[src/rtl/pixel_scan_sequencer_pkg.sv]
// Shared types and constants for the pixel scan sequencer: fixed-point screen coordinates
// and scan FSM state encodings.
package pixel_scan_sequencer_pkg;

    typedef logic [31:0] fp_t;

    localparam int unsigned FP_FRAC_BITS = 21;

    typedef logic [2:0] scan_state_e;

    localparam scan_state_e StIdle  = 3'd0;
    localparam scan_state_e StIssue = 3'd1;
    localparam scan_state_e StDrain = 3'd2;
    localparam scan_state_e StDone  = 3'd3;
    localparam scan_state_e StAbort = 3'd4;

    // Integer pixel coordinate to Q11.21; sign bit stays 0 for coordinates below 1024.
    function automatic fp_t coord_to_fp(input logic [15:0] coord);
        return {16'h0000, coord} << FP_FRAC_BITS;
    endfunction

endpackage

[src/rtl/pixel_scan_sequencer_if.sv]
// Job bus between the scan sequencer (master) and the ray-marcher (slave): coordinate
// pair with issue strobe out, completion strobe back.
interface pixel_scan_sequencer_if;
    import pixel_scan_sequencer_pkg::*;

    fp_t  screen_x;
    fp_t  screen_y;
    logic valid_in;
    logic pix_done;

    modport master (
        output screen_x,
        output screen_y,
        output valid_in,
        input  pix_done
    );

    modport slave (
        input  screen_x,
        input  screen_y,
        input  valid_in,
        output pix_done
    );

endinterface

[src/rtl/pixel_scan_sequencer_credit_counter.sv]
// Outstanding-job counter: +1 per issue, -1 per completion, saturating at both ends,
// with a sticky flag for completions that arrive with nothing outstanding.
module pixel_scan_sequencer_credit_counter #(
    parameter int unsigned MAX_INFLIGHT = 1
) (
    input  logic                                clk,
    input  logic                                rst,
    input  logic                                inc_i,
    input  logic                                dec_i,
    output logic [$clog2(MAX_INFLIGHT+1)-1:0]   count_o,
    output logic                                full_o,
    output logic                                empty_o,
    output logic                                underflow_o
);

    localparam int unsigned CW = $clog2(MAX_INFLIGHT + 1);

    logic [CW-1:0] count_q, count_d;
    logic          underflow_q, underflow_d;
    logic          inc_ok, dec_ok;

    assign full_o  = (count_q == CW'(MAX_INFLIGHT));
    assign empty_o = (count_q == '0);
    assign inc_ok  = inc_i && !full_o;
    assign dec_ok  = dec_i && !empty_o;

    // Simultaneous accepted inc and dec cancel out.
    always_comb begin
        count_d     = count_q;
        underflow_d = underflow_q | (dec_i && empty_o);
        if (inc_ok && !dec_ok) begin
            count_d = count_q + CW'(1);
        end else if (!inc_ok && dec_ok) begin
            count_d = count_q - CW'(1);
        end
    end

    always_ff @(posedge clk) begin
        if (rst) begin
            count_q     <= '0;
            underflow_q <= 1'b0;
        end else begin
            count_q     <= count_d;
            underflow_q <= underflow_d;
        end
    end

    assign count_o     = count_q;
    assign underflow_o = underflow_q;

endmodule

[src/rtl/pixel_scan_sequencer.sv]
// Raster-scan job source for the ray-marcher: issues one Q11.21 (x, y) pair per pixel,
// throttled by completion credits and a minimum issue gap.
module pixel_scan_sequencer
    import pixel_scan_sequencer_pkg::*;
#(
    parameter int unsigned H_RES        = 640,
    parameter int unsigned V_RES        = 480,
    parameter int unsigned MAX_INFLIGHT = 1,
    parameter int unsigned ISSUE_GAP    = 1
) (
    input  logic                              clk,
    input  logic                              rst,
    input  logic                              start_i,
    input  logic                              continuous_i,
    input  logic                              abort_i,
    pixel_scan_sequencer_if.master            job_if,
    output logic                              busy_o,
    output logic                              frame_done_o,
    output logic [15:0]                       frame_count_o,
    output logic [$clog2(MAX_INFLIGHT+1)-1:0] inflight_o,
    output logic                              err_underflow_o
);

    localparam int unsigned XW = (H_RES > 1) ? $clog2(H_RES) : 1;
    localparam int unsigned YW = (V_RES > 1) ? $clog2(V_RES) : 1;
    localparam int unsigned GW = (ISSUE_GAP > 0) ? $clog2(ISSUE_GAP + 1) : 1;

    scan_state_e   state_q, state_d;
    logic [XW-1:0] x_q, x_d;
    logic [YW-1:0] y_q, y_d;
    logic [GW-1:0] gap_q, gap_d;
    logic [15:0]   frame_count_q, frame_count_d;

    logic issue;
    logic credit_full, credit_empty;
    logic x_last, y_last;

    pixel_scan_sequencer_credit_counter #(
        .MAX_INFLIGHT (MAX_INFLIGHT)
    ) u_credit (
        .clk         (clk),
        .rst         (rst),
        .inc_i       (issue),
        .dec_i       (job_if.pix_done),
        .count_o     (inflight_o),
        .full_o      (credit_full),
        .empty_o     (credit_empty),
        .underflow_o (err_underflow_o)
    );

    assign x_last = (x_q == XW'(H_RES - 1));
    assign y_last = (y_q == YW'(V_RES - 1));

    // Issue decision is combinational so abort suppresses a strobe in the same cycle.
    assign issue = (state_q == StIssue) && !credit_full && (gap_q == '0) && !abort_i;

    always_comb begin
        state_d = state_q;
        x_d     = x_q;
        y_d     = y_q;
        case (state_q)
            StIdle: begin
                if (start_i) begin
                    state_d = StIssue;
                    x_d     = '0;
                    y_d     = '0;
                end
            end
            StIssue: begin
                if (abort_i) begin
                    state_d = StAbort;
                end else if (issue) begin
                    if (x_last) begin
                        x_d = '0;
                        if (y_last) begin
                            y_d     = '0;
                            state_d = StDrain;
                        end else begin
                            y_d = y_q + YW'(1);
                        end
                    end else begin
                        x_d = x_q + XW'(1);
                    end
                end
            end
            StDrain: begin
                if (abort_i) begin
                    state_d = StAbort;
                end else if (credit_empty) begin
                    state_d = StDone;
                end
            end
            StDone: begin
                state_d = continuous_i ? StIssue : StIdle;
            end
            StAbort: begin
                if (credit_empty) begin
                    state_d = StIdle;
                    x_d     = '0;
                    y_d     = '0;
                end
            end
            default: begin
                state_d = StIdle;
                x_d     = '0;
                y_d     = '0;
            end
        endcase
    end

    always_comb begin
        gap_d = gap_q;
        if (issue) begin
            gap_d = GW'(ISSUE_GAP);
        end else if (gap_q != '0) begin
            gap_d = gap_q - GW'(1);
        end
    end

    assign frame_count_d = (state_q == StDone) ? frame_count_q + 16'd1 : frame_count_q;

    always_ff @(posedge clk) begin
        if (rst) begin
            state_q       <= StIdle;
            x_q           <= '0;
            y_q           <= '0;
            gap_q         <= '0;
            frame_count_q <= '0;
        end else begin
            state_q       <= state_d;
            x_q           <= x_d;
            y_q           <= y_d;
            gap_q         <= gap_d;
            frame_count_q <= frame_count_d;
        end
    end

    assign job_if.valid_in = issue;
    assign job_if.screen_x = coord_to_fp(16'(x_q));
    assign job_if.screen_y = coord_to_fp(16'(y_q));

    assign busy_o        = (state_q != StIdle);
    assign frame_done_o  = (state_q == StDone);
    assign frame_count_o = frame_count_q;

endmodule

[src/flat_wrapper.sv]
// flat-port wrapper written by rule: the top's interface ports become plain ports
module pixel_scan_sequencer_flat import pixel_scan_sequencer_pkg::*;
#(
    parameter int unsigned H_RES        = 640,
    parameter int unsigned V_RES        = 480,
    parameter int unsigned MAX_INFLIGHT = 1,
    parameter int unsigned ISSUE_GAP    = 1
)
  (clk, rst, start_i, continuous_i, abort_i, busy_o, frame_done_o, frame_count_o, inflight_o, err_underflow_o, job_if_screen_x, job_if_screen_y, job_if_valid_in, job_if_pix_done);
  pixel_scan_sequencer_if job_if_i ();
  input  logic clk;
  input  logic rst;
  input  logic start_i;
  input  logic continuous_i;
  input  logic abort_i;
  output logic busy_o;
  output logic frame_done_o;
  output logic [15:0] frame_count_o;
  output logic [$clog2(MAX_INFLIGHT+1)-1:0] inflight_o;
  output logic err_underflow_o;
  output wire logic [$bits(job_if_i.screen_x)-1:0] job_if_screen_x;
  output wire logic [$bits(job_if_i.screen_y)-1:0] job_if_screen_y;
  output wire logic [$bits(job_if_i.valid_in)-1:0] job_if_valid_in;
  input wire logic [$bits(job_if_i.pix_done)-1:0] job_if_pix_done;
  assign job_if_screen_x = job_if_i.screen_x;
  assign job_if_screen_y = job_if_i.screen_y;
  assign job_if_valid_in = job_if_i.valid_in;
  assign job_if_i.pix_done = job_if_pix_done;
  pixel_scan_sequencer #(.H_RES(H_RES), .V_RES(V_RES), .MAX_INFLIGHT(MAX_INFLIGHT), .ISSUE_GAP(ISSUE_GAP)) u_core (.clk(clk), .rst(rst), .start_i(start_i), .continuous_i(continuous_i), .abort_i(abort_i), .job_if(job_if_i), .busy_o(busy_o), .frame_done_o(frame_done_o), .frame_count_o(frame_count_o), .inflight_o(inflight_o), .err_underflow_o(err_underflow_o));
endmodule
[config.mk]
export PLATFORM = sky130hd
export DESIGN_NAME = pixel_scan_sequencer_flat
export DESIGN_NICKNAME = d
export VERILOG_FILES = /design/src/rtl/pixel_scan_sequencer_pkg.sv /design/src/rtl/pixel_scan_sequencer_if.sv /design/src/rtl/pixel_scan_sequencer_credit_counter.sv /design/src/rtl/pixel_scan_sequencer.sv /design/src/flat_wrapper.sv
export SDC_FILE = /design/constraint.sdc
export NUM_CORES = 1
export LEC_CHECK = 0
export BUFFER_PORTS_ARGS = -buffer_cell sky130_fd_sc_hd__buf_2
export CAP_MARGIN = 20
export CELL_PAD_IN_SITES_DETAIL_PLACEMENT = 0
export CELL_PAD_IN_SITES_GLOBAL_PLACEMENT = 2
export CORE_MARGIN = 3
export CORE_UTILIZATION = 25
export CTS_BUF_LIST = sky130_fd_sc_hd__clkbuf_8
export CTS_CLUSTER_SIZE = 20
export DETAILED_ROUTE_END_ITERATION = 8
export PLACE_DENSITY = 0.82
export SLEW_MARGIN = 20
export SYNTH_ARGS = -nofsm -noshare
export SYNTH_HDL_FRONTEND = slang
export SYNTH_SLANG_ARGS = --single-unit
[constraint.sdc]
create_clock -name clk -period 1.74 [get_ports clk]
set_input_delay 0.261 -clock clk [delete_from_list [all_inputs] [get_ports clk]]
set_output_delay 0.261 -clock clk [all_outputs]
set_load 0.1 [all_outputs]
; ---- Word-level counts from Yosys, hierarchy flattened
; Cells that the tools add are included.
; Widths: inputs -> output; s select.
[word_totals]
ff_bits = 41
elab_cells = 78
[op_classes]
add_sub_neg = 6
eq_ne = 15
muxes = 27
bitwise = 4
reduce_logical = 19
[op_table]
columns = op, count
row1 = $mux 9, 6
row2 = $mux 10, 5
row3 = $pmux 10 s4, 1
row4 = $pmux 9 s4, 1
row5 = $mux 3, 8
row6 = $add 16x1->16 const B, 1
row7 = $pmux 3 s5, 1
row8 = $reduce_and 6->1, 2
row9 = $add 10x1->10 const B, 1
row10 = $eq 10x10->1 const B, 1
row11 = $add 9x1->9 const B, 1
row12 = $eq 9x9->1 const B, 1
row13 = $logic_and 1x1->1, 8
row14 = $ne 2x2->1 const B, 4
row15 = $eq 3x2->1 const B, 2
row16 = $ne 3x2->1 const B, 2
row17 = $ne 3x3->1 const B, 2
row18 = $mux 1, 5
row19 = $reduce_and 5->1, 1
row20 = $logic_not 1->1, 4
row21 = $eq 3x1->1 const B, 1
row22 = $eq 3x3->1 const B, 1
row23 = $logic_not 3->1, 1
row24 = $not 1->1, 3
row25 = other kinds (7), 8

; ---- Longest topological paths before layout
; Gate-level depths: netlist of the first run.
[logic_depth]
word_depth = 9
depth_mapped = 7
mapped_depth_nobuf = 6

; ---- By module
; From an unflattened synthesis of the first run, not the netlist that was laid out.
[unflattened]
hier_cells = 287
hier_area_um2 = 2423.6
[by_module_without_submodules]
columns = mod, instances, cells_per_inst, area_each_um2, seq_area_each_um2
row1 = pixel_scan_sequencer, 1, 278, 2346.0, 780.7
row2 = pixel_scan_sequencer_credit_counter, 1, 9, 77.6, 40.0

; ---- Least setup slack after synthesis of the first run
; OpenSTA, ideal clock, no wires.
[synth_timing]
kind = reg-to-reg
start = register u_core.x_q[1]
end = register u_core.y_q[0]
setup_time_ns = 0.071
t_arrival_ns = 2.580
required_time_ns = 1.669
slack_ns = -0.911
path_stages_with_launch = 8
n_path_buf = 1
cell_sequence = dfxtp_1 ha_1 nand3_1 o31ai_4 nand3_2 buf_2 or3_1 a21oi_1
[synth_between]
elab_chain_len = 3
[synth_rtl]
columns = item, line
row1 = "start, declared", pixel_scan_sequencer.sv:29  ; logic [XW-1:0] x_q, x_d;
row2 = "start signal, assigned", pixel_scan_sequencer.sv:125  ; x_q <= '0;
row3 = "start signal, assigned", pixel_scan_sequencer.sv:131  ; x_q <= x_d;
row4 = $eq 10x10->1, pixel_scan_sequencer.sv:51  ; assign x_last = (x_q == XW'(H_RES - 1));
row5 = $ne 2x1->1 (no line), n/a
row6 = $reduce_and 6->1 (no line), n/a
row7 = "end signal, assigned", pixel_scan_sequencer.sv:132  ; y_q <= y_d;
row8 = "end, declared", pixel_scan_sequencer.sv:30  ; logic [YW-1:0] y_q, y_d;
; Every way passes these cells.
; A chain may end at the register's enable or synchronous reset.

; ---- Worst setup path in the final report of the first run
[layout_timing]
start = register u_core.x_q[7]
end = register u_core.y_q[5]
; The elaborated chain is that of the path after synthesis.

==> results of run 1 <==
## per-layer routing
metal	up-vias	global-route usage, %	wire, um
met2	58	17.8	2950
met4	0	2.53	34
met3	4	3.58	431
li1	1142	-	-
met5	-	0	0
met1	1049	13.8	2760
## registers in the layout, indices dropped and copies added (netlist names)
| register | flops |
|---|---|
| u_core.state_q | 3 |
| u_core.x_q | 10 |
| u_core.y_q | 9 |
| u_core.gap_q | 1 |
| u_core.frame_count_o | 16 |
| u_core.u_credit.count_o | 1 |
| u_core.u_credit.underflow_o | 1 |
## logic make-up after synthesis
| logic type | synth area share (%) |
|---|---|
| and+or+nand+nor | 28.8 |
| xor gates and xnor gates | 4.64 |
| adders and majority gates | 1.53 |
| other | 0.153 |
| muxes | 0.917 |
| DFF | 33.4 |
| buffers and inverters | 16.5 |
| AOI/OAI and AO/OA | 14.0 |
## layout make-up
cell class | instances | share of cell area [%]
Tap cell | 129 | 4.83
Clock buffer | 5 | 2.06
Sequential cell | 41 | 27.3
Multi-Input combinational cell | 244 | 45.7
Inverter | 7 | 1.01
Antenna cell | 1 | 0.0748
Timing Repair Buffer | 85 | 17.1
Clock inverter | 3 | 1.95
## worst max-delay path by stage
stage	from	to	depth (start not counted)
2_1_floorplan	u_core.x_q[9]$_SDFFE_PP0P_	u_core.y_q[5]$_SDFFE_PP0P_	5
3_3_place_gp	u_core.x_q[7]$_SDFFE_PP0P_	u_core.y_q[0]$_SDFFE_PP0P_	6
3_5_place_dp	u_core.x_q[7]$_SDFFE_PP0P_	u_core.y_q[0]$_SDFFE_PP0P_	6
5_1_grt	u_core.x_q[7]$_SDFFE_PP0P_	u_core.y_q[5]$_SDFFE_PP0P_	5
4_1_cts	u_core.x_q[7]$_SDFFE_PP0P_	u_core.y_q[5]$_SDFFE_PP0P_	5
6_report	u_core.x_q[7]$_SDFFE_PP0P_	u_core.y_q[5]$_SDFFE_PP0P_	5
## power by group
part / internal (mW) / leakage (nW) / total (mW) / switching, mW
combinational: 0.206 / 0.947 / 0.913 / 0.707
clock: 0.570 / 0.0681 / 0.914 / 0.344
sequential: 0.926 / 0.355 / 0.939 / 0.0129
total: 1.70 / 1.37 / 2.77 / 1.06
## synthesized netlist by cell type, types with 6 or more instances
cell type	instances	area [um2]
sky130_fd_sc_hd__buf_4	45	338
sky130_fd_sc_hd__nand2_1	16	60.1
sky130_fd_sc_hd__xnor2_1	10	87.6
sky130_fd_sc_hd__nand3_1	18	90.1
sky130_fd_sc_hd__nor2b_1	8	50.1
sky130_fd_sc_hd__clkbuf_1	6	22.5
sky130_fd_sc_hd__a21oi_1	23	115
sky130_fd_sc_hd__o21ai_0	17	85.1
sky130_fd_sc_hd__dfxtp_1	41	821
sky130_fd_sc_hd__nor3_1	9	45.0
sky130_fd_sc_hd__nor2_1	29	109
sky130_fd_sc_hd__nand2b_1	6	37.5
sky130_fd_sc_hd__inv_1	7	26.3
sky130_fd_sc_hd__or3_1	9	56.3
## critical path: stages, from the launching register on
cell                      delay (ps)
sky130_fd_sc_hd__dfxtp_4         340
sky130_fd_sc_hd__or3b_4          410
sky130_fd_sc_hd__o31ai_4         250
sky130_fd_sc_hd__nand3_4         140
sky130_fd_sc_hd__or4b_1          490
sky130_fd_sc_hd__a21oi_1         130
## repair_timing
action                                  4_1_cts  5_1_grt
resized for setup                            10       20
endpoints found under the setup margin       20       29
pin swaps                                     3        4
setup buffers                                 3        4
==> results.md, run 1 <==
- Maximum clock rate: about 550 MHz
- Width of the die: 105 um
- Initial antenna violation count: 0
- Hold Crit Endpoint: u_core.u_credit.underflow_o$_SDFF_PP0_
- # Max-Cap Violations: 0
- Power per Cell Area: 827 mW/mm2
- Hold crit path type: input pin to flip-flop
- Top-level port count: 91
- Setup repair after global routing missed its margin: true
- Standard-cell rows: 35
- Hold Violations, Final: 0
- Area enclosed by the die boundary: 0.0110 mm2
- Most frequent cells in the layout: sky130_fd_sc_hd__conb_1, sky130_fd_sc_hd__buf_2, sky130_fd_sc_hd__buf_4
- Global-route wire length before repair: roughly 10000 um
- #FFs+latches synth: 41
- Slew HR: approximately 67%
- Share of async-settable or async-resettable flops after synthesis: 0%
- Core Area: 0.00937 mm2
- Routed length per placed instance: 12.0 um
- Number of enable-type register cells in the synthesized netlist: 0
- Clock latency reported for the late side of the worst-skew pair: 290 ps
- CP Launch Type: flip-flop
- Fraction of final layout cells sized beyond drive strength 1: 42.9%
- Commonest non-fill, non-tap cell in the layout: sky130_fd_sc_hd__conb_1
- Syn Area/Cell: 8.10 um2
- Library cell used as clock root buffer: sky130_fd_sc_hd__clkbuf_8
- Critical Path RT: 1960 ps
- Minimum setup slack in the final design: -94.4 ps
- Clock skew after layout: 5.60 ps
- Cell total after placement: 499
- Data arrival, critical path: roughly 2100 ps
- Number of nets in the finished design: approximately 390
- Flop-to-flop setup slack: -90 ps
- Count of H-tree levels built during CTS: 2
- Clock tree from TritonCTS: yes
- Clock-pin transition on the worst setup and hold timing paths: around 80 ps
- Instance count of the mapped netlist: 303
- Post-DP HPWL: between 4000 and 5000 um
- Sequential area share after synthesis: around a third
- # DRC: 0
- Violations in the final reports: setup timing
- Hold path start: job_if_pix_done
- Area used by sequential logic in the layout: around 910 um2
- CP Capture Type: flip-flop
- Main synth FF type: sky130_fd_sc_hd__dfxtp_1
- Post-Route Hold Slack: 222 ps
- Violation count after the first detailed-routing iteration: 52
- Number of distinct library cells after synthesis: 47
- Slew @ Worst Pin: between 500 and 600 ps
- Maximum fanout count along the critical path: 6
- VDD IR-drop max: around 0.30 mV
- Number of global-route vias before repair: 2065
- Multi-input gate area in the final layout: between 0.0015 and 0.002 mm2
- Netlist area before placement: between 0.002 and 0.0025 mm2
- Total congestion overflow after global routing: 0
- Hold Crit Depth: 3
- Die Y-Extent: 105 um
- Global router's overall resource usage: 10.9%
- Pre-CTS setup slack: -141 ps
- Number of hold buffers added after cts: 0
- Fin. max-slew vios: 0
- Path type of the worst setup path: flip-flop to flip-flop
- Capturing point of the worst reg2reg path: u_core.y_q[5]$_SDFFE_PP0P_
- Final design instance area without fill: between 0.003 and 0.004 mm2
- Outcome: finished, violations left
- Via count: between 2k and 2.5k
- Total detailed-routing wirelength: 6170 um
- Yosys warns: 0
- Worst reg-to-reg path cell count: 5
- Fin crit period: about 1800 ps
- Worst reg2reg startpoint: u_core.x_q[7]$_SDFFE_PP0P_
- Final core occ: between 30% and 40%
- Number of clock buffers inserted by TritonCTS: 5
- Area Growth Syn to Fin: 36.2%
- Starting utilization of the core area: 26.2%
- Number of detailed-route iterations in the first pass: 6
- Number of buffers on the longest clock path: 2
- Number of failing setup endpoints in the final timing report: 11
- RD Place Congestion: 0.781
- Post-route insts no fill: approximately 520
- Filler Cell Count: 999
- CTS Sinks: 41
- Static leakage: 1.37 nW
- Pin count of the biggest net entering global routing: 25
- Placed Area: a little over 0.003 mm2
- Routed Antenna Nets: 0
- Post-route setup TNS: -360 ps
- Vias/cell: roughly 4.4
- Overall Power: roughly 2.8 mW
- Count of input and output buffers: 45
- Share of the clock period used by the worst path after layout: 105%
Power figures use the tool's default switching activity.
==> run 2, diff against run 1 <==
MAX_ROUTING_LAYER = met4   (was default)
==> results.md, run 2 (synthesized netlist as in run 1, its figures left out) <==
- CP Capture Type: flip-flop
- Flop-to-flop setup slack: -90 ps (about the same)
- Area used by sequential logic in the layout: 912 um2 (unchanged)
- Share of the clock period used by the worst path after layout: 105% (about the same)
- Library cell used as clock root buffer: sky130_fd_sc_hd__clkbuf_8
- Most frequent cells in the layout: sky130_fd_sc_hd__conb_1, sky130_fd_sc_hd__buf_2, sky130_fd_sc_hd__buf_4
- Area Growth Syn to Fin: 36.2% (unchanged)
- Global router's overall resource usage: 11.2% (+0.30 points)
- Worst reg2reg startpoint: u_core.x_q[7]$_SDFFE_PP0P_
- Path type of the worst setup path: flip-flop to flip-flop
- Count of input and output buffers: 45 (unchanged)
- # Max-Cap Violations: 0 (unchanged)
- Hold crit path type: input pin to flip-flop
- Power per Cell Area: 827 mW/mm2 (about the same)
- Area enclosed by the die boundary: 0.0110 mm2 (unchanged)
- Hold Crit Depth: 3 (unchanged)
- Clock latency reported for the late side of the worst-skew pair: 290 ps (about the same)
- Number of clock buffers inserted by TritonCTS: 5 (unchanged)
- Violations in the final reports: setup timing
- Initial antenna violation count: 0 (unchanged)
- RD Place Congestion: 0.792 (+1.4%)
- Routed Antenna Nets: 0 (unchanged)
- Number of global-route vias before repair: 2064 (-0.048%)
- Slew HR: 66.5% (about the same)
- Pin count of the biggest net entering global routing: 25 (unchanged)
- Count of H-tree levels built during CTS: 2 (unchanged)
- Total detailed-routing wirelength: 6160 um (-0.11%)
- Setup repair after global routing missed its margin: true
- Overall Power: 2.77 mW (about the same)
- Data arrival, critical path: 2060 ps (about the same)
- Commonest non-fill, non-tap cell in the layout: sky130_fd_sc_hd__conb_1
- Outcome: finished, violations left
- Number of buffers on the longest clock path: 2 (unchanged)
- Slew @ Worst Pin: 502 ps (-0.417 ps)
- Hold path start: job_if_pix_done
- Clock skew after layout: 5.63 ps (+0.0242 ps)
- Via count: 2257 (+0.18%)
- Global-route wire length before repair: 10000 um (about the same)
- Clock tree from TritonCTS: yes
- Total congestion overflow after global routing: 0 (unchanged)
- Number of nets in the finished design: 393 (unchanged)
- VDD IR-drop max: 0.296 mV (+0.13%)
- # DRC: 0 (unchanged)
- Multi-input gate area in the final layout: 0.00153 mm2 (unchanged)
- Fin. max-slew vios: 0 (unchanged)
- Critical Path RT: 1960 ps (about the same)
- Die Y-Extent: 105 um (unchanged)
- Placed Area: 0.00305 mm2 (unchanged)
- Static leakage: 1.37 nW (unchanged)
- Hold Violations, Final: 0 (unchanged)
- Starting utilization of the core area: 26.2% (unchanged)
- Core Area: 0.00937 mm2 (unchanged)
- Width of the die: 105 um (unchanged)
- Number of failing setup endpoints in the final timing report: 11 (unchanged)
- Post-DP HPWL: 4670 um (unchanged)
- Standard-cell rows: 35 (unchanged)
- Worst reg-to-reg path cell count: 5 (unchanged)
- Max reg flops: 16 (unchanged)
- Fin crit period: 1830 ps (+0.553 ps)
- Top-level port count: 91 (unchanged)
- Maximum fanout count along the critical path: 6 (unchanged)
- Capturing point of the worst reg2reg path: u_core.y_q[5]$_SDFFE_PP0P_
- Number of detailed-route iterations in the first pass: 4 (-2)
- Post-Route Hold Slack: 221 ps (-0.976 ps)
- Hold Crit Endpoint: u_core.u_credit.underflow_o$_SDFF_PP0_
- Vias/cell: 4.38 (+0.18%)
- Clock-pin transition on the worst setup and hold timing paths: 80 ps (about the same)
- CP Launch Type: flip-flop
- Maximum clock rate: 545 MHz (about the same)
- Fraction of final layout cells sized beyond drive strength 1: 42.9% (unchanged)
- Final design instance area without fill: 0.00334 mm2 (unchanged)
- Filler Cell Count: 999 (unchanged)
- Routed length per placed instance: 12.0 um (-0.11%)
- Violation count after the first detailed-routing iteration: 55 (+5.8%)
- Minimum setup slack in the final design: -95.0 ps (-0.553 ps)
- CTS Sinks: 41 (unchanged)
-- run 2: area by class of cell --
| cell class | instances | area share (%) |
|---|---|---|
| Multi-Input combinational cell | 244 | 45.7 |
| Sequential cell | 41 | 27.3 |
| Tap cell | 129 | 4.83 |
| Clock inverter | 3 | 1.95 |
| Timing Repair Buffer | 85 | 17.1 |
| Clock buffer | 5 | 2.06 |
| Antenna cell | 1 | 0.0748 |
| Inverter | 7 | 1.01 |
-- run 2: how the worst max path moves through the flow --
stage	from	slack [ps]	to
floorplan	u_core.x_q[9]$_SDFFE_PP0P_	-280	u_core.y_q[5]$_SDFFE_PP0P_
global placement	u_core.x_q[7]$_SDFFE_PP0P_	-100	u_core.y_q[0]$_SDFFE_PP0P_
detailed placement	u_core.x_q[7]$_SDFFE_PP0P_	-140	u_core.y_q[0]$_SDFFE_PP0P_
CTS	u_core.x_q[7]$_SDFFE_PP0P_	-90	u_core.y_q[5]$_SDFFE_PP0P_
global route	u_core.x_q[7]$_SDFFE_PP0P_	-150	u_core.y_q[5]$_SDFFE_PP0P_
finish	u_core.x_q[7]$_SDFFE_PP0P_	-90	u_core.y_q[5]$_SDFFE_PP0P_
-- run 2: report_power, final --
part | internal (mW) | switching [mW]
Combinational | 0.206 | 0.708
Sequential | 0.926 | 0.0129
Clock | 0.570 | 0.344
Total | 1.70 | 1.06
-- run 2: worst max-delay path, cell delays in order (launching register included) --
cell	delay (ps)
sky130_fd_sc_hd__dfxtp_4	340
sky130_fd_sc_hd__or3b_4	410
sky130_fd_sc_hd__o31ai_4	250
sky130_fd_sc_hd__nand3_4	140
sky130_fd_sc_hd__or4b_1	490
sky130_fd_sc_hd__a21oi_1	130
-- run 2: timing repair --
action / CTS / global route
buffers inserted: 3 / 4
endpoints found under the setup margin: 20 / 29
hold buffers: 0 / 0
gates cloned: 0 / 0
pin swaps: 3 / 4
gates resized for setup: 10 / 20
-- run 2: per-stage QoR --
step	setup TNS, ps	worst slack [ps]	util (%)	instances
finish	-362	-95.0	35.7	515
floorplan	-1850	-281	-	347
CTS	-367	-92.4	34.6	510
detailed placement	-1150	-141	32.6	499
global route	-1460	-148	35.7	514
global placement	-791	-103	32.6	499
-- run 2: routing by layer --
metal / vias up / part of all wire [%] / global-route usage, %
li1: 1141 / - / -
met2: 57 / 48 / 17.8
met1: 1053 / 45 / 13.8
met3: 6 / 6.7 / 3.52
met4: 0 / 0.58 / 2.53
met5: - / 0 / -
